==> src/rtl/ring_slot_arbiter.sv <==
// ring_slot_arbiter: round-robin arbiter for one shared slot among N requesters.
// A one-hot ring pointer holds the priority. Grants are registered and held
// until the winner drops its request. There is always at least one IDLE cycle
// between two grants.
// Optional feature macro: RING_ARB_TIMEOUT_EN. When it is defined, a grant is
// forcibly revoked after MAX_HOLD cycles and o_timeout pulses for one cycle.
module ring_slot_arbiter #(
    parameter int N        = 4,
    parameter int MAX_HOLD = 8,
    parameter int IDW      = $clog2(N)
) (
    input  logic           i_clk,
    input  logic           i_rst_n,
    input  logic [N-1:0]   i_req,
    output logic [N-1:0]   o_grant,
    output logic           o_grant_valid,
    output logic [IDW-1:0] o_grant_id,
    output logic [N-1:0]   o_ptr,
    output logic           o_timeout
);

    localparam logic [N-1:0] PTR_RESET = {{(N-1){1'b0}}, 1'b1};

    // Reject illegal parameter values when the design is elaborated.
    generate
        if (N < 2 || N > 16) begin : g_bad_n
            $error("ring_slot_arbiter: N must be within 2..16");
        end
        if (MAX_HOLD < 2 || MAX_HOLD > 256) begin : g_bad_hold
            $error("ring_slot_arbiter: MAX_HOLD must be within 2..256");
        end
    endgenerate

    typedef enum logic [0:0] {
        ST_IDLE = 1'b0,
        ST_BUSY = 1'b1
    } state_t;

    state_t         r_state;
    logic [N-1:0]   r_grant;
    logic           r_grant_valid;
    logic [IDW-1:0] r_grant_id;
    logic [N-1:0]   r_ptr;

    logic           w_found;
    logic [IDW-1:0] w_win_id;
    logic [N-1:0]   w_win_oh;
    logic [N-1:0]   w_next_ptr;
    logic           w_owner_req;

`ifdef RING_ARB_TIMEOUT_EN
    localparam int             HW        = $clog2(MAX_HOLD);
    localparam logic [HW-1:0]  HOLD_LAST = HW'(MAX_HOLD - 1);
    logic [HW-1:0] r_hold;
    logic          r_timeout;
`endif

    // Rotational search: distance k from the pointer bit j; the smallest k wins.
    always_comb begin
        w_found  = 1'b0;
        w_win_id = '0;
        w_win_oh = '0;
        for (int k = 0; k < N; k++) begin
            for (int j = 0; j < N; j++) begin
                if (!w_found && r_ptr[j] && i_req[(j + k) % N]) begin
                    w_found                = 1'b1;
                    w_win_id               = IDW'((j + k) % N);
                    w_win_oh[(j + k) % N]  = 1'b1;
                end else begin
                    w_found = w_found;
                end
            end
        end
    end

    // Pointer goes one position past the winner (wraps N-1 -> 0); owner still asking?
    assign w_next_ptr  = {w_win_oh[N-2:0], w_win_oh[N-1]};
    assign w_owner_req = |(i_req & r_grant);

    // Arbitration FSM with all outputs registered.
    always_ff @(posedge i_clk or negedge i_rst_n) begin
        if (!i_rst_n) begin
            r_state       <= ST_IDLE;
            r_grant       <= '0;
            r_grant_valid <= 1'b0;
            r_grant_id    <= '0;
            r_ptr         <= PTR_RESET;
`ifdef RING_ARB_TIMEOUT_EN
            r_hold        <= '0;
            r_timeout     <= 1'b0;
`endif
        end else begin
`ifdef RING_ARB_TIMEOUT_EN
            r_timeout <= 1'b0;
`endif
            case (r_state)
                ST_IDLE: begin
                    if (w_found) begin
                        r_state       <= ST_BUSY;
                        r_grant       <= w_win_oh;
                        r_grant_valid <= 1'b1;
                        r_grant_id    <= w_win_id;
                        r_ptr         <= w_next_ptr;
`ifdef RING_ARB_TIMEOUT_EN
                        r_hold        <= '0;
`endif
                    end else begin
                        r_state <= ST_IDLE;
                    end
                end
                ST_BUSY: begin
                    if (!w_owner_req) begin
                        r_state       <= ST_IDLE;
                        r_grant       <= '0;
                        r_grant_valid <= 1'b0;
                        r_grant_id    <= '0;
`ifdef RING_ARB_TIMEOUT_EN
                    end else if (r_hold == HOLD_LAST) begin
                        // Owner has had MAX_HOLD cycles: revoke and flag it.
                        r_state       <= ST_IDLE;
                        r_grant       <= '0;
                        r_grant_valid <= 1'b0;
                        r_grant_id    <= '0;
                        r_timeout     <= 1'b1;
                    end else begin
                        r_state <= ST_BUSY;
                        if (r_hold != {HW{1'b1}}) begin
                            r_hold <= r_hold + {{(HW-1){1'b0}}, 1'b1};
                        end
`else
                    end else begin
                        r_state <= ST_BUSY;
`endif
                    end
                end
                default: begin
                    r_state       <= ST_IDLE;
                    r_grant       <= '0;
                    r_grant_valid <= 1'b0;
                    r_grant_id    <= '0;
                    r_ptr         <= PTR_RESET;
                end
            endcase
        end
    end

    assign o_grant       = r_grant;
    assign o_grant_valid = r_grant_valid;
    assign o_grant_id    = r_grant_id;
    assign o_ptr         = r_ptr;
`ifdef RING_ARB_TIMEOUT_EN
    assign o_timeout     = r_timeout;
`else
    assign o_timeout     = 1'b0;
`endif

endmodule

==> config.mk <==
export PLATFORM = sky130hd
export DESIGN_NAME = ring_slot_arbiter
export DESIGN_NICKNAME = d
export VERILOG_FILES = /design/src/rtl/ring_slot_arbiter.sv
export SDC_FILE = /design/constraint.sdc
export NUM_CORES = 1
export LEC_CHECK = 0
export BUFFER_PORTS_ARGS = -buffer_cell sky130_fd_sc_hd__buf_2
export CORE_ASPECT_RATIO = 1.25
export CORE_MARGIN = 2
export CORE_UTILIZATION = 30
export CTS_CLUSTER_SIZE = 20
export DETAILED_ROUTE_END_ITERATION = 12
export PLACE_DENSITY = 0.56
export SLEW_MARGIN = 30
export SYNTH_ARGS = -nofsm -noshare
export SYNTH_HDL_FRONTEND = slang
export SYNTH_SLANG_ARGS = --single-unit
==> constraint.sdc <==
create_clock -name i_clk -period 1.49 [get_ports i_clk]
set_input_delay 0.149 -clock i_clk [delete_from_list [all_inputs] [get_ports i_clk]]
set_output_delay 0.149 -clock i_clk [all_outputs]
set_load 0.005 [all_outputs]
; Yosys cells after proc, flatten, opt, wreduce, memory -nomap -nowiden
; Cells that the tools add are included.
[classes]
reduce_logical = 49
eq_ne = 2
n_bitwise = 2
muxes = 58
[ops]
columns = cell, n
row1 = two-way mux 1 bit, 36
row2 = two-way mux 2 bit, 16
row3 = logical AND 1 bit, 31
row4 = zero test 1 bit, 15
row5 = two-way mux 4 bit, 2
row6 = case mux 4 bit (2 select lines), 1
row7 = AND 4 bit, 1
row8 = "inequality test 2 bit, second input constant", 2
row9 = case mux 1 bit (2 select lines), 2
row10 = case mux 2 bit (2 select lines), 1
row11 = AND reduction 2 bit, 2
row12 = OR reduction 4 bit, 1
row13 = NOT 1 bit, 1
[totals]
ff_bits = 12

; Logic depth before layout (Yosys ltp)
; Gate-level depths: netlist of run 1.
[logic_depth]
depth_word = 64
depth_mapped = 8
depth_no_buf = 6

; Worst setup path after synthesis of run 1
; OpenSTA, ideal clock, no wires.
[synth_path]
kind = register to register
startpoint = register r_ptr[2], in the netlist o_ptr[2]
endpoint = register r_grant[1], in the netlist o_grant[1]
path_slack_ns = -0.206
setup_time_ns = 0.120
required_ns = 1.370
t_arrival_ns = 1.577
path_stages_with_launch = 9
path_cell_list = dfrtp_1 buf_2 nand2_1 nand3_4 nor3_4 a31o_4 buf_6 nor2_2 a31o_1
[synth_via]
elab_chain_len = 57
word_cells_on_any_way = 62
[synth_lines]
columns = item, line_no
row1 = from (decl), 43  ; logic [N-1:0] r_ptr;
row2 = from (signal assigned), 103  ; r_ptr <= w_next_ptr;
row3 = logical AND 1 bit (2 in series), 65  ; if (!w_found && r_ptr[j] && i_req[(j + k) % N]) begin
row4 = two-way mux 1 bit, 65
row5 = zero test 1 bit, 65
row6 = logical AND 1 bit (2 in series), 65
row7 = two-way mux 1 bit, 65
row8 = zero test 1 bit, 65
row9 = logical AND 1 bit (2 in series), 65
row10 = two-way mux 1 bit, 65
row11 = (+36 left out), -
row12 = zero test 1 bit, 65
row13 = logical AND 1 bit (2 in series), 65
row14 = two-way mux 1 bit, 65
row15 = zero test 1 bit, 65
row16 = logical AND 1 bit (2 in series), 65
row17 = two-way mux 1 bit, 65
row18 = inequality test 2 bit (no line), -
row19 = AND reduction 2 bit (no line), -
row20 = to (signal assigned), 100  ; r_grant <= w_win_oh;
row21 = to (decl), 40  ; logic [N-1:0] r_grant;
; Parallel ways exist; a longest one is shown, timed or not. The select of a mux whose other input is x is not followed.
; A chain may end at the register's enable or synchronous reset.

; Worst setup path in the final report of run 1
[layout_path]
startpoint = register r_ptr[0], in the netlist o_ptr[0]
endpoint = register r_grant[0], in the netlist o_grant[0]
[layout_via]
elab_chain_len = 64
word_cells_on_any_way = 69
[layout_lines]
columns = item, line_no
row1 = logical AND 1 bit, 65
row2 = two-way mux 1 bit, 65
row3 = zero test 1 bit, 65
row4 = logical AND 1 bit (2 in series), 65
row5 = two-way mux 1 bit, 65
row6 = zero test 1 bit, 65
row7 = logical AND 1 bit (2 in series), 65
row8 = two-way mux 1 bit, 65
row9 = (+44 left out), -
row10 = zero test 1 bit, 65
row11 = logical AND 1 bit (2 in series), 65
row12 = two-way mux 1 bit, 65
row13 = zero test 1 bit, 65
row14 = logical AND 1 bit (2 in series), 65
row15 = two-way mux 1 bit, 65
row16 = inequality test 2 bit (no line), -
row17 = AND reduction 2 bit (no line), -
; Parallel ways exist; a longest one is shown, timed or not. The select of a mux whose other input is x is not followed.

==> summary.txt, run 1 <==
STA
  • Tcrit/Tclk final: 110%
  • Final worst setup slack: -147 ps
  • WHS: roughly 280 ps
  • Final setup violation count: 11
  • Final hold vios: 0
  • Post-layout min period: 1640 ps
  • Max Slew Vio Count: 0
  • Post-route clock skew: ~2.7 ps
  • RSZ-0062 raised after global routing: true
  • F_max: 0.611 GHz

Placement
  • Placement-stage worst setup slack: -167 ps
  • PortBufs: 16
  • HPWL Detailed: 1.70 mm
  • Routability cong.: 0.949

Critical path
  • Reg-to-Reg Start: o_ptr[0]$_DFFE_PN1P_
  • CP max stage delay: 580 ps
  • Critical path's slowest cell: dfstp_2
  • CP max FO: 8
  • Critical Path Start Type: flip-flop
  • FF-to-FF End: o_grant[0]$_DFFE_PN0P_
  • Setup crit end kind: flip-flop
  • R2R depth: 7
  • WP data arrival: 1800 ps
  • CP Cell Sequence: buf_4 -> a22oi_2 -> nand2_2 -> a21oi_4 -> a31o_4 -> and2_4 -> a32o_1
  • R2r setup slk: -150 ps
  • Required @ worst endpoint: between 1500 and 2000 ps
  • Kind of critical path: reg2reg

Power and ir drop
  • Pwr Density: 521 mW/mm^2
  • Lkg Pwr: approximately 0.61 nW
  • Max rail drop VDD: about 0.00042 V

Run status
  • Status: finished with violations
  • Failing checks: setup timing

Synth
  • YS warnings: 0
  • Cell variety after synth: 35
  • Mapped Area: a little over 800 um^2
  • Syn nets: 96
  • Post-synth EDFFs: 0
  • Register bit count reported by yosys: 12
  • Top_reg_cell synth: dfrtp_1
  • Post-Syn Instances: 90
  • Sequential fraction of the synthesis area: a little under two fifths
  • Average size of a mapped cell: around 9 um^2
  • Ys async rst share: 100%

Floorplanning
  • Std cell rows: 21
  • Floorplan core area: approximately 0.0026 mm^2
  • Starting density of the core: a little under a third
  • Die height: roughly 62 um
  • Ports: 18
  • Die X-Extent: about 50 um
  • DIE AREA: approximately 0.0032 mm^2

GRT
  • Remaining Overflow, GRT: 0
  • Largest net degree at the start of global routing: 13
  • GRT Overall Usage: 16.1%
  • Vias in the first global route: 884
  • Initial antenna violation count: 0
  • First-pass GRT wire length: about 4.0 mm

Routing
  • Routed vias/inst: ~5.2
  • Initial DRC count: 20
  • Drc violations: 0
  • Avg WL per Cell: ~14 um
  • DRT antenna net count: 0
  • TritonRoute pass-1 iters: 4
  • Total length of routed wires: 2.33 mm
  • DR vias: about 860

Clocking
  • Clock H-tree levels: 1
  • Num CTS Buffers: 3
  • Root Driver: clkbuf_4
  • Clk buf depth: 2
  • Clk_lat worst skew: 270 ps
  • CTS sink cnt: 12
  • CTS clk-pin slew, worst paths: 80 ps
  • CTS tree: done

Job
  • Max-capacitance violation count: 0

Cells and area
  • Fraction of layout cells with a size suffix above 1: approximately three fifths
  • Antenna diodes: 0
  • Area growth syn-to-layout: 51.1%
  • Nets: between 100 and 150

Min path
  • Min-delay worst type: in2async
logic make-up (layout without fill, tap and decap cells):
logic type      Yosys count  after routing  synth area share [%]
compound gates           35             35                  33.9
buf+inv                  11             52                  9.51
flops                    12             12                  37.0
other cells               1              1                 0.460
simple gates             31             31                  19.2
registers in the layout (all words and copies together) (netlist names):
| signal | count |
|---|---|
| o_grant_valid | 1 |
| o_grant_id | 2 |
| o_grant | 4 |
| r_state | 1 |
| o_ptr | 4 |
worst max-delay path, delay by kind of cell, from the launching register on:
family	cells	cell delay, ps
AOI/OAI and AO/OA	4	570
buffers and inverters	1	130
DFF	1	580
and+or+nand+nor	2	240
layout by cell type (no fill, tap or decap), types with 4 or more instances in the layout:
| master | count |
|---|---|
| buf_4 | 28 |
| buf_2 | 16 |
| nand2_1 | 12 |
| dfrtp_1 | 8 |
| nand2_2 | 5 |
| a31oi_1 | 5 |
| a21o_1 | 4 |
synth_stat cells, types with 3 or more instances:
cell type	number	area, um^2
buf_6	3	33.8
a41oi_1	3	26.3
a31oi_1	5	31.3
a21o_1	4	30.0
dfrtp_1	11	275
buf_2	4	20.0
a21oi_1	4	20.0
o21ai_0	3	15.0
nor2_1	5	18.8
nand3_1	3	15.0
nand2_1	17	63.8
power by group:
group / total, W / leakage, nW / switching, W / internal (W)
logic: 0.0000552 / 0.428 / 0.0000335 / 0.0000217
clock network: 0.000259 / 0.0210 / 0.000111 / 0.000148
registers: 0.000328 / 0.157 / 0.000000763 / 0.000327
cell type report:
type                       instances  area (um^2)
fill                             249         1400
clock buffer                       4         36.3
inverter                           1         3.75
sequential                        12          305
multi-input combinational         67          522
tap                               34         42.5
timing repair buffer              47          323
per-stage QoR:
step           power (W)  cell area (um^2)  std cells  utilization [%]  setup TNS, ps
6_report        0.000642              1230        165             46.9          -1110
5_1_grt         0.000669              1230        165             46.9          -1920
4_1_cts         0.000653              1160        163             44.3          -1310
3_5_place_dp    0.000385              1060        154             40.3          -1360
3_3_place_gp    0.000384              1060        154             40.3          -1210
2_1_floorplan   0.000361               853         90                -           -495
timing repair:
| item | in CTS | in global routing |
|---|---|---|
| buffers inserted | 4 | 2 |
| endpoints found under the hold margin | 11 | 0 |
| pin swaps | 7 | 8 |
| hold buffers | 1 | 0 |
| gates resized for setup | 9 | 13 |
| endpoints found under the setup margin | 11 | 12 |
routing by layer:
metal / GRT usage [%] / wire length, um / vias to the layer above
met4: 7.43 / 47 / 0
met1: 19.5 / 975 / 410
met5: 0 / 0 / -
met3: 1.92 / 96 / 6
li1: - / - / 415
met2: 27.8 / 1210 / 32
how the worst max path moves through the flow:
stage / start / end / slack (ps) / cells past startpoint
finish: o_ptr[0]$_DFFE_PN1P_ / o_grant[0]$_DFFE_PN0P_ / -150 / 7
floorplan: o_ptr[3]$_DFFE_PN0P_ / o_grant[1]$_DFFE_PN0P_ / -120 / 8
detailed placement: o_ptr[0]$_DFFE_PN1P_ / o_grant[0]$_DFFE_PN0P_ / -170 / 6
global placement: o_ptr[0]$_DFFE_PN1P_ / o_grant[0]$_DFFE_PN0P_ / -150 / 6
global route: o_ptr[0]$_DFFE_PN1P_ / o_grant[0]$_DFFE_PN0P_ / -210 / 7
CTS: o_ptr[0]$_DFFE_PN1P_ / o_grant[0]$_DFFE_PN0P_ / -170 / 7
Power figures use the tool's default switching activity.
==> run 2: changes to the inputs <==
Settings changed: ABC_AREA set to 1.
==> summary.txt, run 2 <==
Clocking
  • Clock H-tree levels: 1 (unchanged)
  • Clk_lat worst skew: 270 ps (about the same)
  • CTS sink cnt: 12 (unchanged)
  • CTS clk-pin slew, worst paths: 70 ps (was 80 ps)
  • Clk buf depth: 2 (unchanged)
  • Num CTS Buffers: 3 (unchanged)
  • CTS tree: done (unchanged)
  • Root Driver: clkbuf_4 (unchanged)

Critical path
  • Kind of critical path: reg2reg (unchanged)
  • Critical Path Start Type: flip-flop (unchanged)
  • WP data arrival: 1830 ps (was 1800 ps)
  • Required @ worst endpoint: 1630 ps (was 1650 ps)
  • Setup crit end kind: flip-flop (unchanged)
  • CP max FO: 6 (was 8)
  • R2r setup slk: -200 ps (was -150 ps)

Power and ir drop
  • Lkg Pwr: 0.703 nW (was 0.605 nW)
  • Max rail drop VDD: 0.000389 V (was 0.000420 V)
  • Pwr Density: 526 mW/mm^2 (was 521 mW/mm^2)

STA
  • Final setup violation count: 12 (was 11)
  • RSZ-0062 raised after global routing: true (unchanged)
  • Post-layout min period: 1690 ps (was 1640 ps)
  • Final hold vios: 0 (unchanged)
  • F_max: 0.592 GHz (was 0.611 GHz)
  • Post-route clock skew: 3.23 ps (was 2.72 ps)
  • Max Slew Vio Count: 0 (unchanged)
  • Final worst setup slack: -199 ps (was -147 ps)
  • Tcrit/Tclk final: 113% (was 110%)

GRT
  • Largest net degree at the start of global routing: 13 (unchanged)
  • Remaining Overflow, GRT: 0 (unchanged)
  • GRT Overall Usage: 15.2% (was 16.1%)
  • Vias in the first global route: 910 (was 884)
  • Initial antenna violation count: 0 (unchanged)
  • First-pass GRT wire length: 3.80 mm (was 4.01 mm)

Floorplanning
  • Starting density of the core: 31.3% (was 31.0%)
  • Die height: 62.8 um (was 62.3 um)
  • Floorplan core area: 0.00265 mm^2 (was 0.00263 mm^2)
  • Std cell rows: 21 (unchanged)
  • Die X-Extent: 51.1 um (was 50.6 um)
  • DIE AREA: 0.00321 mm^2 (was 0.00315 mm^2)
  • Ports: 18 (unchanged)

Cells and area
  • Post-layout util: 43.8% (was 46.9%)
  • Antenna diodes: 0 (unchanged)
  • Post-route insts no fill: 182 (was 165)
  • Commonest non-fill, non-tap cell in the layout: nand2_1 (was buf_4)
  • Nets: 155 (was 138)
  • Number of fill cells: 271 (was 249)
  • Fraction of layout cells with a size suffix above 1: 40.5% (was 59.5%)
  • Multi-input logic area: 529 um^2 (was 522 um^2)
  • Area growth syn-to-layout: 40.1% (was 51.1%)
  • FF/Latch Area: 303 um^2 (was 305 um^2)
  • Most frequent cells in the layout: 43 x nand2_1, 17 x buf_4, 16 x buf_2 (was 28 x buf_4, 16 x buf_2, 12 x nand2_1)

Synth
  • Syn nets: 117 (was 96)
  • Post-synth top cells: 45 x nand2_1, 11 x dfrtp_1, 8 x nand3_1, 7 x inv_1, 7 x nor2_1 (was 17 x nand2_1, 11 x dfrtp_1, 5 x a31oi_1, 5 x nor2_1)
  • Average size of a mapped cell: 7.48 um^2 (was 9.06 um^2)
  • YS warnings: 0 (unchanged)
  • Most numerous cell in the Yosys netlist: nand2_1 (unchanged)
  • Largest area contributor in the netlist: dfrtp_1 (unchanged)
  • Mapped Area: 831 um^2 (was 816 um^2)
  • Top_reg_cell synth: dfrtp_1 (unchanged)
  • Post-synth EDFFs: 0 (unchanged)
  • Cell variety after synth: 23 (was 35)
  • Ys async rst share: 100% (unchanged)
  • Sequential fraction of the synthesis area: 36.3% (was 37.0%)
  • Post-Syn Instances: 111 (was 90)
  • Ranking of synthesized cells by area: dfrtp_1 33%, nand2_1 20%, nand4_4 7.7% (was dfrtp_1 34%, nand2_1 7.8%, buf_6 4.1%)
  • Register bit count reported by yosys: 12 (unchanged)
  • Area fraction of the dominant cell type after synthesis: 33.1% (was 33.7%)

Routing
  • TritonRoute pass-1 iters: 4 (unchanged)
  • Routed vias/inst: 4.96 (was 5.23)
  • DRT antenna net count: 0 (unchanged)
  • Drc violations: 0 (unchanged)
  • Initial DRC count: 22 (was 20)
  • Total length of routed wires: 2.30 mm (was 2.33 mm)
  • Avg WL per Cell: 12.7 um (was 14.1 um)
  • DR vias: 903 (was 863)

Placement
  • Routability cong.: 0.806 (was 0.949)
  • HPWL Detailed: 1.83 mm (was 1.70 mm)
  • Placed cells: 175 (was 154)
  • Placement-stage worst setup slack: -243 ps (was -167 ps)
  • PortBufs: 16 (unchanged)

Run status
  • Status: finished with violations (unchanged)
  • Failing checks: setup timing (unchanged)

Min path
  • Min-delay worst type: in2async (unchanged)

Job
  • Max-capacitance violation count: 0 (unchanged)
-- run 2: cell types whose count changed after synthesis, moves of 5 or more --
cell     change
inv_1        +6
nand3_1      +5
nand4_1      +5
a31oi_1      -5
nand2_1     +28
-- run 2: layout make-up --
type | instances | share of cell area, %
Tap cell | 34 | 3.66
Timing Repair Buffer | 34 | 18.7
Clock buffer | 4 | 3.12
Multi-Input combinational cell | 89 | 45.5
Inverter | 9 | 3.01
Sequential cell | 12 | 26.0
-- run 2: cell families (layout without fill, tap and decap cells) --
group	Yosys count	in the layout	share of synthesized area [%]
buffers and inverters	11	47	6.33
AO/OA/AOI/OAI	7	7	6.02
AND/OR/NAND/NOR	80	81	50.9
flip-flops	12	12	36.3
other	1	1	0.451
-- run 2: power breakdown --
group          internal [W]  switching [W]
logic             0.0000135      0.0000202
clock network      0.000148       0.000104
registers          0.000325              0
-- run 2: final timing paths --
path	start	endpoint	cells after the start
worst max-delay path	o_ptr[2]$_DFFE_PN0P_	r_state$_DFF_PN0_	10
worst min-delay path	i_rst_n	o_grant[1]$_DFFE_PN0P_	2
worst max register to register	o_ptr[2]$_DFFE_PN0P_	r_state$_DFF_PN0_	10
worst min register to register	o_grant_valid$_DFFE_PN0P_	o_grant_valid$_DFFE_PN0P_	2
max in group asynchronous	i_rst_n	o_ptr[0]$_DFFE_PN1P_	2
min in group i_clk	i_req[3]	r_state$_DFF_PN0_	4
-- run 2: routing by layer --
metal  up-vias  global-route usage, %  part of all wire [%]
li1        439                      -                     -
met1       432                   18.3                    42
met2        28                   25.6                    52
met3         4                   2.63                   4.2
met4         0                   7.09                   1.6
met5         -                      0                     0
-- run 2: per-stage QoR --
step / instance area, um^2 / setup TNS, ps / hold WS [ps] / total power, W
floorplan: 835 / -1920 / -147 / 0.000335
global placement: 1060 / -2080 / 39.8 / 0.000362
detailed placement: 1060 / -2550 / 41.6 / 0.000363
CTS: 1150 / -2120 / 277 / 0.000625
global route: 1160 / -3500 / 305 / 0.000646
finish: 1160 / -2040 / 280 / 0.000612
-- run 2: worst max-delay path: stages, from the launching register on --
cell and delay (ps):
dfrtp_2 430, nand2_4 80, nand4_4 110, nor2_4 120, nand4_4 100, nor2_4 130
nand4_4 110, nor2_4 150, nand4_4 110, nand2_2 150, o21ai_1 80
-- run 2: timing repair --
action,in CTS,in global routing
hold buffers,1,0
pin swaps,2,2
endpoints found under the hold margin,11,0
setup buffers,1,0
cloned,1,0
gates resized for setup,8,4
setup endpoints to repair,12,12
==> run 3: changes to the inputs <==
Settings changed: CTS_BUF_LIST set to sky130_fd_sc_hd__clkbuf_4.
==> summary.txt, run 3 (synthesis gave the netlist of run 2 again) <==
Run status
  • Status: finished with violations (unchanged)
  • Failing checks: setup timing (unchanged)

STA
  • Max Slew Vio Count: 0 (unchanged)
  • Final worst setup slack: -199 ps (about the same)
  • Final hold vios: 0 (unchanged)
  • Post-layout min period: 1690 ps (about the same)
  • Final setup violation count: 12 (unchanged)
  • WHS: 279 ps (was 280 ps)
  • Post-route clock skew: 3.54 ps (was 3.23 ps)
  • RSZ-0062 raised after global routing: true (unchanged)
  • TNS Setup: -2060 ps (was -2040 ps)
  • Tcrit/Tclk final: 113% (about the same)
  • F_max: 0.592 GHz (about the same)

Power and ir drop
  • Max rail drop VDD: 0.000388 V (was 0.000389 V)
  • Pwr Density: 486 mW/mm^2 (was 526 mW/mm^2)
  • Lkg Pwr: 0.698 nW (was 0.703 nW)

Floorplanning
  • Starting density of the core: 31.3% (unchanged)
  • Ports: 18 (unchanged)
  • DIE AREA: 0.00321 mm^2 (unchanged)
  • Die height: 62.8 um (unchanged)
  • Std cell rows: 21 (unchanged)
  • Floorplan core area: 0.00265 mm^2 (unchanged)
  • Die X-Extent: 51.1 um (unchanged)

Routing
  • TritonRoute pass-1 iters: 4 (unchanged)
  • Routed vias/inst: 4.92 (was 4.96)
  • Initial DRC count: 22 (unchanged)
  • Total length of routed wires: 2.37 mm (was 2.30 mm)
  • Drc violations: 0 (unchanged)
  • Avg WL per Cell: 13.0 um (was 12.7 um)
  • DR vias: 895 (was 903)
  • DRT antenna net count: 0 (unchanged)

Cells and area
  • Number of fill cells: 273 (was 271)
  • Commonest non-fill, non-tap cell in the layout: nand2_1 (unchanged)
  • Multi-input logic area: 529 um^2 (unchanged)
  • Antenna diodes: 0 (unchanged)
  • Nets: 155 (unchanged)
  • Final Cell Area: 0.00115 mm^2 (was 0.00116 mm^2)
  • Area growth syn-to-layout: 38.9% (was 40.1%)
  • Most frequent cells in the layout: 43 x nand2_1, 17 x buf_4, 16 x buf_2 (unchanged)
  • FF/Latch Area: 303 um^2 (unchanged)
  • Fraction of layout cells with a size suffix above 1: 39.9% (was 40.5%)

Critical path
  • Setup crit end kind: flip-flop (unchanged)
  • WP data arrival: 1830 ps (about the same)
  • Required @ worst endpoint: 1630 ps (about the same)
  • Critical Path Start Type: flip-flop (unchanged)
  • Kind of critical path: reg2reg (unchanged)
  • CP max FO: 6 (unchanged)

Clocking
  • Num CTS Buffers: 3 (unchanged)
  • Clk_lat worst skew: 270 ps (about the same)
  • Clock H-tree levels: 1 (unchanged)
  • Clk buf depth: 2 (unchanged)
  • Root Driver: clkbuf_4 (unchanged)
  • CTS clk-pin slew, worst paths: 70 ps (about the same)
  • CTS sink cnt: 12 (unchanged)
  • CTS tree: done (unchanged)

Placement
  • Placement Cell Area: 0.00106 mm^2 (unchanged)
  • PortBufs: 16 (unchanged)
  • HPWL Detailed: 1.83 mm (unchanged)
  • Placement-stage worst setup slack: -243 ps (unchanged)
  • Routability cong.: 0.806 (unchanged)

GRT
  • First-pass GRT wire length: 3.91 mm (was 3.80 mm)
  • GRT Overall Usage: 15.7% (was 15.2%)
  • Remaining Overflow, GRT: 0 (unchanged)
  • Initial antenna violation count: 0 (unchanged)
  • Vias in the first global route: 912 (was 910)
  • Largest net degree at the start of global routing: 13 (unchanged)

Job
  • Max-capacitance violation count: 0 (unchanged)

Min path
  • Min-delay worst type: in2async (unchanged)
run 3: worst max-delay path, cell delays in order (launching register included):
cell and delay [ps]:
dfrtp_2 430, nand2_4 80, nand4_4 110, nor2_4 120, nand4_4 100, nor2_4 120, nand4_4 110, nor2_4 140
nand4_4 110, nand2_2 150, o21ai_1 80
run 3: path summary, 6_finish.rpt:
check	startpoint	endpoint	slack, ps	cells past startpoint
worst max-delay path	o_ptr[2]$_DFFE_PN0P_	r_state$_DFF_PN0_	-200	10
worst min-delay path	i_rst_n	o_grant_id[0]$_DFFE_PN0P_	280	2
max in group asynchronous	i_rst_n	o_ptr[0]$_DFFE_PN1P_	940	2
worst max register to register	o_ptr[2]$_DFFE_PN0P_	r_state$_DFF_PN0_	-200	10
worst min register to register	o_grant_valid$_DFFE_PN0P_	o_grant_valid$_DFFE_PN0P_	490	2
min in group i_clk	i_req[3]	r_state$_DFF_PN0_	370	4
run 3: area by class of cell:
class                   count  area share, %
clock buffers               3           1.95
clock inverters             1          0.325
inverters                   9           3.04
multi-input cells          89           45.9
flip-flops and latches     12           26.2
well taps                  34           3.69
repair buffers             34           18.9
run 3: what timing repair did:
| item | CTS | global route |
|---|---|---|
| endpoints found under the hold margin | 11 | 0 |
| pin swaps | 2 | 2 |
| setup buffers | 1 | 0 |
| setup endpoints to repair | 12 | 12 |
| hold buffers | 1 | 0 |
| gates resized for setup | 9 | 3 |
| cloned | 1 | 0 |
run 3: where the power goes:
group          internal, W  leakage (nW)  total [W]  switching (W)
Sequential        0.000325         0.162   0.000325              0
Combinational    0.0000135         0.520  0.0000340      0.0000204
Clock            0.0000968        0.0154   0.000201       0.000105
run 3: per-layer routing:
metal	vias up	track usage, %	routed length [um]	share of wire [%]
met2	27	25.8	1210	51
met4	0	7.77	36	1.5
met5	-	0	0	0
li1	438	-	-	-
met3	4	2.87	104	4.4
met1	426	19.1	1020	43
run 3: through the flow:
step	cells	utilization, %	total power, W
2_1_floorplan	111	-	0.000335
3_3_place_gp	175	39.9	0.000362
3_5_place_dp	175	39.9	0.000363
4_1_cts	182	43.1	0.000574
5_1_grt	182	43.5	0.000598
6_report	182	43.5	0.000561
